<file path="src/rtl/mips_debug_pkg.sv">
// rtl/mips_debug_pkg.sv - shared command bytes, state encodings and sizing helpers for the debug unit
package mips_debug_pkg;

    localparam logic [7:0] CMD_RESET = 8'h52;
    localparam logic [7:0] CMD_CONT  = 8'h43;
    localparam logic [7:0] CMD_STEP  = 8'h53;
    localparam logic [7:0] CMD_DUMP  = 8'h44;
    localparam logic [7:0] CMD_PAUSE = 8'h50;

    localparam int DEFAULT_LEN    = 32;
    localparam int BYTES_PER_WORD = DEFAULT_LEN / 8;

    function automatic int bytes_per_word(input int len);
        return len / 8;
    endfunction

    typedef enum logic [2:0] {
        ST_IDLE,
        ST_RSTM,
        ST_RUN,
        ST_STEP,
        ST_DUMP_ADDR,
        ST_DUMP_LOAD,
        ST_DUMP_XMIT
    } dbg_state_t;

    typedef enum logic [1:0] {
        SER_IDLE,
        SER_SEND,
        SER_WAIT
    } ser_state_t;

endpackage

</file>
<file path="src/rtl/mips_debug_unit_tx_serializer.sv">
// rtl/mips_debug_unit_tx_serializer.sv - word-to-byte shift register with tx_start/tx_done handshake
module debug_tx_serializer
    import mips_debug_pkg::*;
#(
    parameter int LEN = 8 * BYTES_PER_WORD
) (
    input  logic           clk,
    input  logic           reset,
    input  logic           load,
    input  logic [LEN-1:0] word,
    input  logic           tx_done,
    output logic           tx_start,
    output logic [7:0]     data_out,
    output logic           done
);
    localparam int BPW = bytes_per_word(LEN);
    localparam int CW  = (BPW > 1) ? $clog2(BPW) : 1;

    ser_state_t     state, state_next;
    logic [LEN-1:0] shreg, shreg_next, shreg_shifted;
    logic [CW-1:0]  left, left_next;
    logic           tx_start_next;
    logic [7:0]     data_out_next;

    assign shreg_shifted = shreg >> 8;

    // tx_done is only honoured in WAIT, so a stray pulse while the byte is
    // still being launched (SEND) or between words (IDLE) cannot skip a byte.
    always_comb begin
        state_next    = state;
        shreg_next    = shreg;
        left_next     = left;
        tx_start_next = 1'b0;
        data_out_next = data_out;
        done          = 1'b0;
        case (state)
            SER_IDLE: begin
                if (load) begin
                    shreg_next    = word;
                    data_out_next = word[7:0];
                    tx_start_next = 1'b1;
                    left_next     = CW'(BPW - 1);
                    state_next    = SER_SEND;
                end
            end
            SER_SEND: state_next = SER_WAIT;
            SER_WAIT: begin
                if (tx_done) begin
                    if (left == '0) begin
                        done       = 1'b1;
                        state_next = SER_IDLE;
                    end else begin
                        shreg_next    = shreg_shifted;
                        data_out_next = shreg_shifted[7:0];
                        tx_start_next = 1'b1;
                        left_next     = left - 1'b1;
                        state_next    = SER_SEND;
                    end
                end
            end
            default: state_next = SER_IDLE;
        endcase
    end

    always_ff @(posedge clk) begin
        if (reset) begin
            state    <= SER_IDLE;
            shreg    <= '0;
            left     <= '0;
            tx_start <= 1'b0;
            data_out <= 8'h00;
        end else begin
            state    <= state_next;
            shreg    <= shreg_next;
            left     <= left_next;
            tx_start <= tx_start_next;
            data_out <= data_out_next;
        end
    end

endmodule

</file>
<file path="src/rtl/mips_debug_unit.sv">
// rtl/mips_debug_unit.sv - UART debug controller: command decode, pipeline enable and snapshot dump
module mips_debug_unit
    import mips_debug_pkg::*;
#(
    parameter int LEN     = 32,
    parameter int N_WORDS = 64,
    parameter int NA      = (N_WORDS > 1) ? $clog2(N_WORDS) : 1
) (
    input  logic           clk,
    input  logic           reset,
    input  logic           rx_done,
    input  logic [7:0]     uart_data_in,
    input  logic           tx_done,
    output logic           tx_start,
    output logic [7:0]     uart_data_out,
    input  logic           halt,
    output logic [NA-1:0]  dump_addr,
    input  logic [LEN-1:0] dump_data,
    output logic           mips_enable,
    output logic           reset_mips,
    output logic           busy
);
    localparam int WW = $clog2(N_WORDS + 1);

    dbg_state_t     state, state_next;
    logic           rstm_second;
    logic           rst_hold;
    logic [WW-1:0]  widx, widx_next;
    logic [LEN-1:0] cycle_cnt;
    logic [LEN-1:0] load_word;
    logic           ser_load;
    logic           ser_done;

    // Word 0 of every dump is the cycle counter; the rest come from the snapshot port.
    assign load_word = (widx == '0) ? cycle_cnt : dump_data;

    always_comb begin
        state_next = state;
        widx_next  = widx;
        ser_load   = 1'b0;
        case (state)
            ST_IDLE: begin
                widx_next = '0;
                if (rx_done) begin
                    case (uart_data_in)
                        CMD_RESET: state_next = ST_RSTM;
                        CMD_CONT:  state_next = halt ? ST_DUMP_ADDR : ST_RUN;
                        CMD_STEP:  state_next = halt ? ST_DUMP_ADDR : ST_STEP;
                        CMD_DUMP:  state_next = ST_DUMP_ADDR;
                        default:   state_next = ST_IDLE;
                    endcase
                end
            end
            ST_RSTM: begin
                if (rstm_second) state_next = ST_IDLE;
            end
            ST_RUN: begin
                if (halt || (rx_done && uart_data_in == CMD_PAUSE)) state_next = ST_DUMP_ADDR;
            end
            ST_STEP:      state_next = ST_DUMP_ADDR;
            ST_DUMP_ADDR: state_next = ST_DUMP_LOAD;
            ST_DUMP_LOAD: begin
                ser_load   = 1'b1;
                state_next = ST_DUMP_XMIT;
            end
            ST_DUMP_XMIT: begin
                if (ser_done) begin
                    if (widx == WW'(N_WORDS)) begin
                        state_next = ST_IDLE;
                    end else begin
                        widx_next  = widx + 1'b1;
                        state_next = ST_DUMP_ADDR;
                    end
                end
            end
            default: state_next = ST_IDLE;
        endcase
    end

    // Outputs are registered from state_next so a command seen in cycle t
    // takes effect in cycle t+1; rst_hold stretches reset_mips one cycle past reset.
    always_ff @(posedge clk) begin
        if (reset) begin
            state       <= ST_IDLE;
            rstm_second <= 1'b0;
            rst_hold    <= 1'b1;
            widx        <= '0;
            dump_addr   <= '0;
            cycle_cnt   <= '0;
            mips_enable <= 1'b0;
            reset_mips  <= 1'b1;
            busy        <= 1'b0;
        end else begin
            state       <= state_next;
            widx        <= widx_next;
            rstm_second <= (state == ST_RSTM);
            rst_hold    <= 1'b0;
            reset_mips  <= rst_hold || (state_next == ST_RSTM);
            mips_enable <= (state_next == ST_RUN) || (state_next == ST_STEP);
            busy        <= (state_next != ST_IDLE);
            if (state == ST_DUMP_ADDR)
                dump_addr <= (widx == '0) ? '0 : NA'(widx - 1'b1);
            if (state == ST_RSTM)
                cycle_cnt <= '0;
            else if (mips_enable && cycle_cnt != '1)
                cycle_cnt <= cycle_cnt + 1'b1;
        end
    end

    debug_tx_serializer #(
        .LEN(LEN)
    ) u_tx_serializer (
        .clk      (clk),
        .reset    (reset),
        .load     (ser_load),
        .word     (load_word),
        .tx_done  (tx_done),
        .tx_start (tx_start),
        .data_out (uart_data_out),
        .done     (ser_done)
    );

endmodule

</file>
<file path="config.mk">
export PLATFORM = sky130hd
export DESIGN_NAME = mips_debug_unit
export DESIGN_NICKNAME = d
export VERILOG_FILES = /design/src/rtl/mips_debug_pkg.sv /design/src/rtl/mips_debug_unit_tx_serializer.sv /design/src/rtl/mips_debug_unit.sv
export SDC_FILE = /design/constraint.sdc
export NUM_CORES = 1
export LEC_CHECK = 0
export ABC_CLOCK_PERIOD_IN_PS = 3000
export CAP_MARGIN = 15
export CORE_MARGIN = 2
export CORE_UTILIZATION = 60
export DETAILED_ROUTE_END_ITERATION = 16
export PLACE_DENSITY = 0.88
export SLEW_MARGIN = 40
export SYNTH_ARGS = -nofsm -noshare
export SYNTH_HDL_FRONTEND = slang
export SYNTH_SLANG_ARGS = --single-unit
</file>
<file path="constraint.sdc">
create_clock -name clk -period 3 [get_ports clk]
set_clock_uncertainty 0.2 [all_clocks]
set_input_delay 0.75 -clock clk [delete_from_list [all_inputs] [get_ports clk]]
set_output_delay 0.75 -clock clk [all_outputs]
set_load 0.01 [all_outputs]
</file>
======== Yosys cells after proc, flatten, opt, wreduce, memory -nomap -nowiden ========
Index checks and enable logic that the tools add are counted.
storage, ports and cells
  bits in registers ....................... 98
  input port bits ......................... 45
  output and inout port bits .............. 18
  logic and storage cells ................. 96
cells by class
  add/subtract/negate cells ............... 4
  equality and inequality tests ........... 23
  muxes and demuxes ....................... 39
  reduce and logical (&&, ||, !) cells .... 16
operator list
  operator                                             number
  2-to-1 mux 32 bit                                    4
  one-hot mux 32 bit (2 select lines)                  1
  equality test 8 x 7 -> 1 bit, second input constant  5
  adder 32 x 1 -> 32 bit, second input constant        1
  != test 32 bit, second input constant                1
  2-to-1 mux 8 bit                                     3
  2-to-1 mux 3 bit                                     7
  one-hot mux 3 bit (7 select lines)                   1
  one-hot mux 8 bit (2 select lines)                   1
  2-to-1 mux 7 bit                                     2
  one-hot mux 7 bit (2 select lines)                   1
  equality test 3 x 2 -> 1 bit, second input constant  4
  one-hot mux 3 bit (4 select lines)                   1
  2-to-1 mux 2 bit                                     5
  != test 2 bit, second input constant                 5
  equality test 3 bit, second input constant           3
  2-to-1 mux 1 bit                                     9
  adder 7 x 1 -> 7 bit, second input constant          1
  equality test 7 bit, second input constant           1
  zero test 7 bit                                      1
  equality test 3 x 1 -> 1 bit, second input constant  2
  2-to-1 mux 6 bit                                     1
  one-hot mux 2 bit (3 select lines)                   1
  subtractor 6 x 1 -> 6 bit, second input constant     1
  15 further kinds                                     20

======== Logic depth before layout (Yosys ltp) ========
  depth in word-level cells ............... 8
  depth in mapped cells ................... 9
  mapped depth without buffers ............ 7

======== Cells and area by module ========
From an unflattened synthesis, not the netlist that was laid out.
second synthesis, totals
  cells, all modules ...................... 565
  area total of the unflattened synthesis .. 5018.6 sq um
modules (own cells, without submodules)
  module               times used  cells each  area an instance (sq um)
  mips_debug_unit      1           378         3284.4
  debug_tx_serializer  1           187         1734.2

======== Worst setup path after synthesis ========
No wires, ideal clock.
  path type ............................... input to register
  start point ............................. in uart_data_in[3]
  end point ............................... reg mips_enable
  setup time .............................. 131 ps
  arrival time ............................ 1761 ps
  data required time ...................... 2669 ps
  setup slack ............................. 908 ps
  cell stages on the path ................. 5
  path buffers ............................ 0
  path through ............................ nor3b_1 -> nand2_1 -> nor3_1 -> a21oi_1 -> nor3b_1
between the ends
  longest elaborated chain between the ends .. 7
RTL lines
  element                                                                               line                   RTL
  start, declared                                                                       mips_debug_unit.sv:12  input logic [7:0] uart_data_in,
  parallel branches: the longest is 4 deep, another holds equality test 8 x 7 -> 1 bit  -
  one-hot mux 3 bit (7 select lines) *                                                  mips_debug_unit.sv:41  case (state)
  equality test 3 x 2 -> 1 bit                                                          mips_debug_unit.sv:99  mips_enable <= (state_next == ST_RUN) || (state_next == ST_STEP);
  logical OR 1 bit *                                                                    mips_debug_unit.sv:99
  end signal, assigned                                                                  mips_debug_unit.sv:99
  end, declared                                                                         mips_debug_unit.sv:19  output logic mips_enable,
Every way passes the cells marked *.
A chain may end at the register's enable or synchronous reset.

======== Final worst setup path ========
  start point ............................. reg widx[0]
  end point ............................... reg u_tx_serializer.data_out[2]
between the ends
  longest elaborated chain between the ends .. 4
RTL lines
  element                             line                                 RTL
  start, declared                     mips_debug_unit.sv:28                logic [WW-1:0] widx, widx_next;
  start signal, assigned              mips_debug_unit.sv:95                widx <= widx_next;
  zero test 7 bit                     mips_debug_unit.sv:35                assign load_word = (widx == '0) ? cycle_cnt : dump_data;
  2-to-1 mux 32 bit                   mips_debug_unit.sv:35
  2-to-1 mux 8 bit                    mips_debug_unit_tx_serializer.sv:38  if (load) begin
  one-hot mux 8 bit (2 select lines)  mips_debug_unit_tx_serializer.sv:36  case (state)
  end signal, assigned                mips_debug_unit_tx_serializer.sv:77  data_out <= data_out_next;
  end, declared                       mips_debug_unit_tx_serializer.sv:13  output logic [7:0] data_out,
Every way passes these cells. The select of a mux whose other input is x is not followed.

==> summary.txt <==
GRT
  • GR Layer Usage met2: 0.501
  • Gr ovfl total: 0
  • Vias in the first global route: between 4k and 5k
  • Largest net degree at the start of global routing: between 50 and 60
  • Met3 Resource Use GR: 0.0814
  • Initial antenna violation count: 0
  • Top Usage Layer GRT: met2
  • M1 GR Usage: 0.360
  • First-pass GRT wire length: 20300 um
  • Overall routing resource usage: 0.297

Layout
  • Most frequent cells in the layout: dfxtp_1, nor2_1, clkdlybuf4s50_1, nand2_1, a21oi_1
  • Most common cell after layout, fill and taps aside: dfxtp_1
  • Antenna Cells: 0
  • Post-layout nets: between 600 and 700
  • P&R area growth vs syn: 17.7%
  • Layout cell share with drive strength beyond 1: 0.114

STA
  • Final Hold Fails: 0
  • Final Max Tran Viols: 0
  • Least-Margin Pin Slew: 0.696 ns
  • Fin crit period: 2.70 ns
  • Setup_tns: 0 ns
  • Final setup viols: 0
  • RSZ-0062 raised after global routing: false
  • Worst setup margin: 0.299 ns
  • Fin crit share: 0.900
  • F_max: 370 MHz
  • Slew margin rel.: 0.532

Critical path
  • Slowest Stage Delay on Critical Path: 0.44 ns
  • Worst EP required: 3.03 ns
  • CP max FO: 15
  • R2r endpoint: u_tx_serializer.data_out[2]
  • Crit path kind: register to register
  • RR Startpoint: widx[0]
  • Worst R2R Path Depth: 8
  • CP Data Arrival Time: 2.74 ns
  • Critical path's slowest cell: nand2_1
  • Worst Setup End Kind: register
  • CP Cell Sequence: inv_1 -> ha_1 -> nor3b_1 -> nand2_1 -> buf_12 -> mux2_2 -> o221ai_1 -> a21oi_1
  • R2R setup slack: 0.30 ns
  • CP Launch Type: register

Floorplanning
  • Die X: 92.7 um
  • Cell Rows: 32
  • Core area: 7690 um^2
  • Starting Density: 0.615
  • Die height: 92.7 um
  • Die ar.: 8600 um^2
  • I/O Pins: 63

Clocking
  • Cts hold-fix bufs: 0
  • CTS tree: done
  • Number of CTS-inserted buffers: 9
  • H-tree Lvls: 3
  • Worst-path clk slew: 0.10 ns
  • Root buffer cell: clkbuf_8
  • Post-CTS Setup Bufs: 0
  • Clk_lat worst skew: 0.36 ns
  • CTS resizes: 0
  • Max Buffers Root-to-Sink: 2
  • Clock Sinks: 90

Detailed routing
  • Routed WL: approximately 13000 um
  • Initial DRT Pass Iterations: 5
  • Drt via density: ~6.4
  • Via count: around 4.4k
  • Remaining antenna violation count: 0
  • Detailed-route DRC error count: 0
  • Initial DRC count: 345
  • Wire per inst: ~18 um

Flow run
  • Max-cap check violation count: 0

Placement
  • RePlAce Congestion: ~0.93
  • Post-DP HPWL: roughly 9100 um
  • PortBufs: 62
  • Place WS: around 0.16 ns

Status
  • Outcome: finished clean

Worst hold path
  • Hold WC Path Type: register to register
  • Endpoint, Worst Hold: reset_mips
  • Hold path start: rst_hold
  • Hold depth: 2

Yosys
  • Ys async rst share: 0
  • Synth Area in XOR/XNOR: 0.0538
  • Synth Area in Simple Gates: 0.241
  • Dominant synthesized flop cell: dfxtp_1
  • Yosys reg bits: 90
  • Mux cell area share after synthesis: 0.0802
  • Ys Warns: 0
  • Mapped Cells: 544
  • Number of synthesized flops with an enable pin: 0
  • Compound-Gate Fraction of Synth Area: 0.181
  • Post-synthesis sequential area ratio: 0.381
  • Combinational family with the most area after synthesis: simple AND/OR/NAND/NOR gates
  • Mapped Avg Cell Area: 8.68 um^2
  • Netlist cell types: 60
  • Mapped Area: 4720 um^2
  • Adder-Cell Fraction of Synth Area: 0.0106
  • Synthesized Nets: 593

Power
  • P_leak: between 0.0015 and 0.002 uW
  • Peak supply drop: 0.000274 V
  • Pwr dens: a little over 400 nW/um^2
area by class of cell:
type,instances,area [um^2]
fillers,597,2130
repair buffers,74,718
multi-input cells,401,2680
flip-flops and latches,90,1800
well taps,102,128
inverters,8,30.0
clock inverters,7,77.6
clock buffers,9,124
routing by layer:
| layer | up-vias | part of all wire |
|---|---|---|
| li1 | 2063 | - |
| met1 | 2103 | 0.41 |
| met2 | 215 | 0.48 |
| met3 | 36 | 0.081 |
| met4 | 0 | 0.027 |
| met5 | - | 0 |
synthesized netlist by cell type, drive strengths merged (3+ instances only):
cell type  count  area share
dfxtp         90        0.38
nor2          64       0.051
a21oi         44       0.047
nand2         44       0.035
clkbuf        25       0.020
o221ai        24       0.044
mux2          23       0.055
nand4         22       0.034
buf           20       0.026
xnor2         20       0.037
nand3         14       0.015
mux2i         12       0.025
a211oi        11       0.017
nor3          10       0.011
xor2           9       0.017
a2bb2oi        8       0.015
inv            8      0.0064
and3           7      0.0093
nand2b         7      0.0093
nor2b          7      0.0093
nor4           7       0.015
o21ai          6      0.0087
and2           5      0.0066
and4           5      0.0093
nor3b          5      0.0079
o2111ai        5       0.012
a22oi          4      0.0064
a31oi          4      0.0053
ha             4       0.011
or3            4      0.0064
a21o           3      0.0048
worst max-delay path by stage:
stage	start	to	slack (ns)	cells after the start
after detailed placement	rx_done	mips_enable	0.16	6
after floorplan	uart_data_in[3]	mips_enable	0.91	5
after CTS	widx[0]	u_tx_serializer.data_out[2]	0.32	8
final	widx[0]	u_tx_serializer.data_out[2]	0.30	8
after global routing	widx[0]	u_tx_serializer.data_out[2]	0.22	8
after global placement	rx_done	mips_enable	0.31	6
critical path: cells and delay by family, from the launching register on:
family / cells / cell delay, ns
buffers and inverters: 2 / 0.41
multiplexers: 1 / 0.27
flip-flops: 1 / 0.37
AO/OA/AOI/OAI: 2 / 0.37
AND/OR/NAND/NOR: 2 / 0.76
adder cells (fa/ha/maj): 1 / 0.19
kinds of logic after synthesis:
group                      after synthesis
muxes                                   35
adders and majority gates                4
and+or+nand+nor                        213
xor gates and xnor gates                29
buffers and inverters                   53
DFF                                     90
AOI/OAI and AO/OA                      120
state kept, by name, summed over array words and instances, names as in the netlist:
register                  cells
u_tx_serializer.state         2
u_tx_serializer.tx_start      1
reset_mips                    1
rst_hold                      1
u_tx_serializer.shreg        25
u_tx_serializer.left          2
mips_enable                   1
busy                          1
cycle_cnt                    32
state                         3
widx                          7
u_tx_serializer.data_out      7
rstm_second                   1
dump_addr                     6
where the power goes:
group	leakage (uW)	internal, uW	switching (uW)
combinational	0.00107	100	106
clock	0.000100	393	465
sequential	0.000725	1210	18.6
total	0.00190	1700	590
stage by stage:
| step | power [uW] | instance area [um^2] | cells | hold WS (ns) | util |
|---|---|---|---|---|---|
| after CTS | 2290 | 5560 | 691 | 0.262 | 0.723 |
| after global placement | 1450 | 5360 | 675 | 0.207 | 0.697 |
| after global routing | 2370 | 5560 | 691 | 0.285 | 0.723 |
| after detailed placement | 1450 | 5360 | 675 | 0.245 | 0.697 |
| final | 2290 | 5560 | 691 | 0.259 | 0.723 |
| after floorplan | 1350 | 4720 | 544 | 0.192 | - |
(Power assumes the default switching activity.)
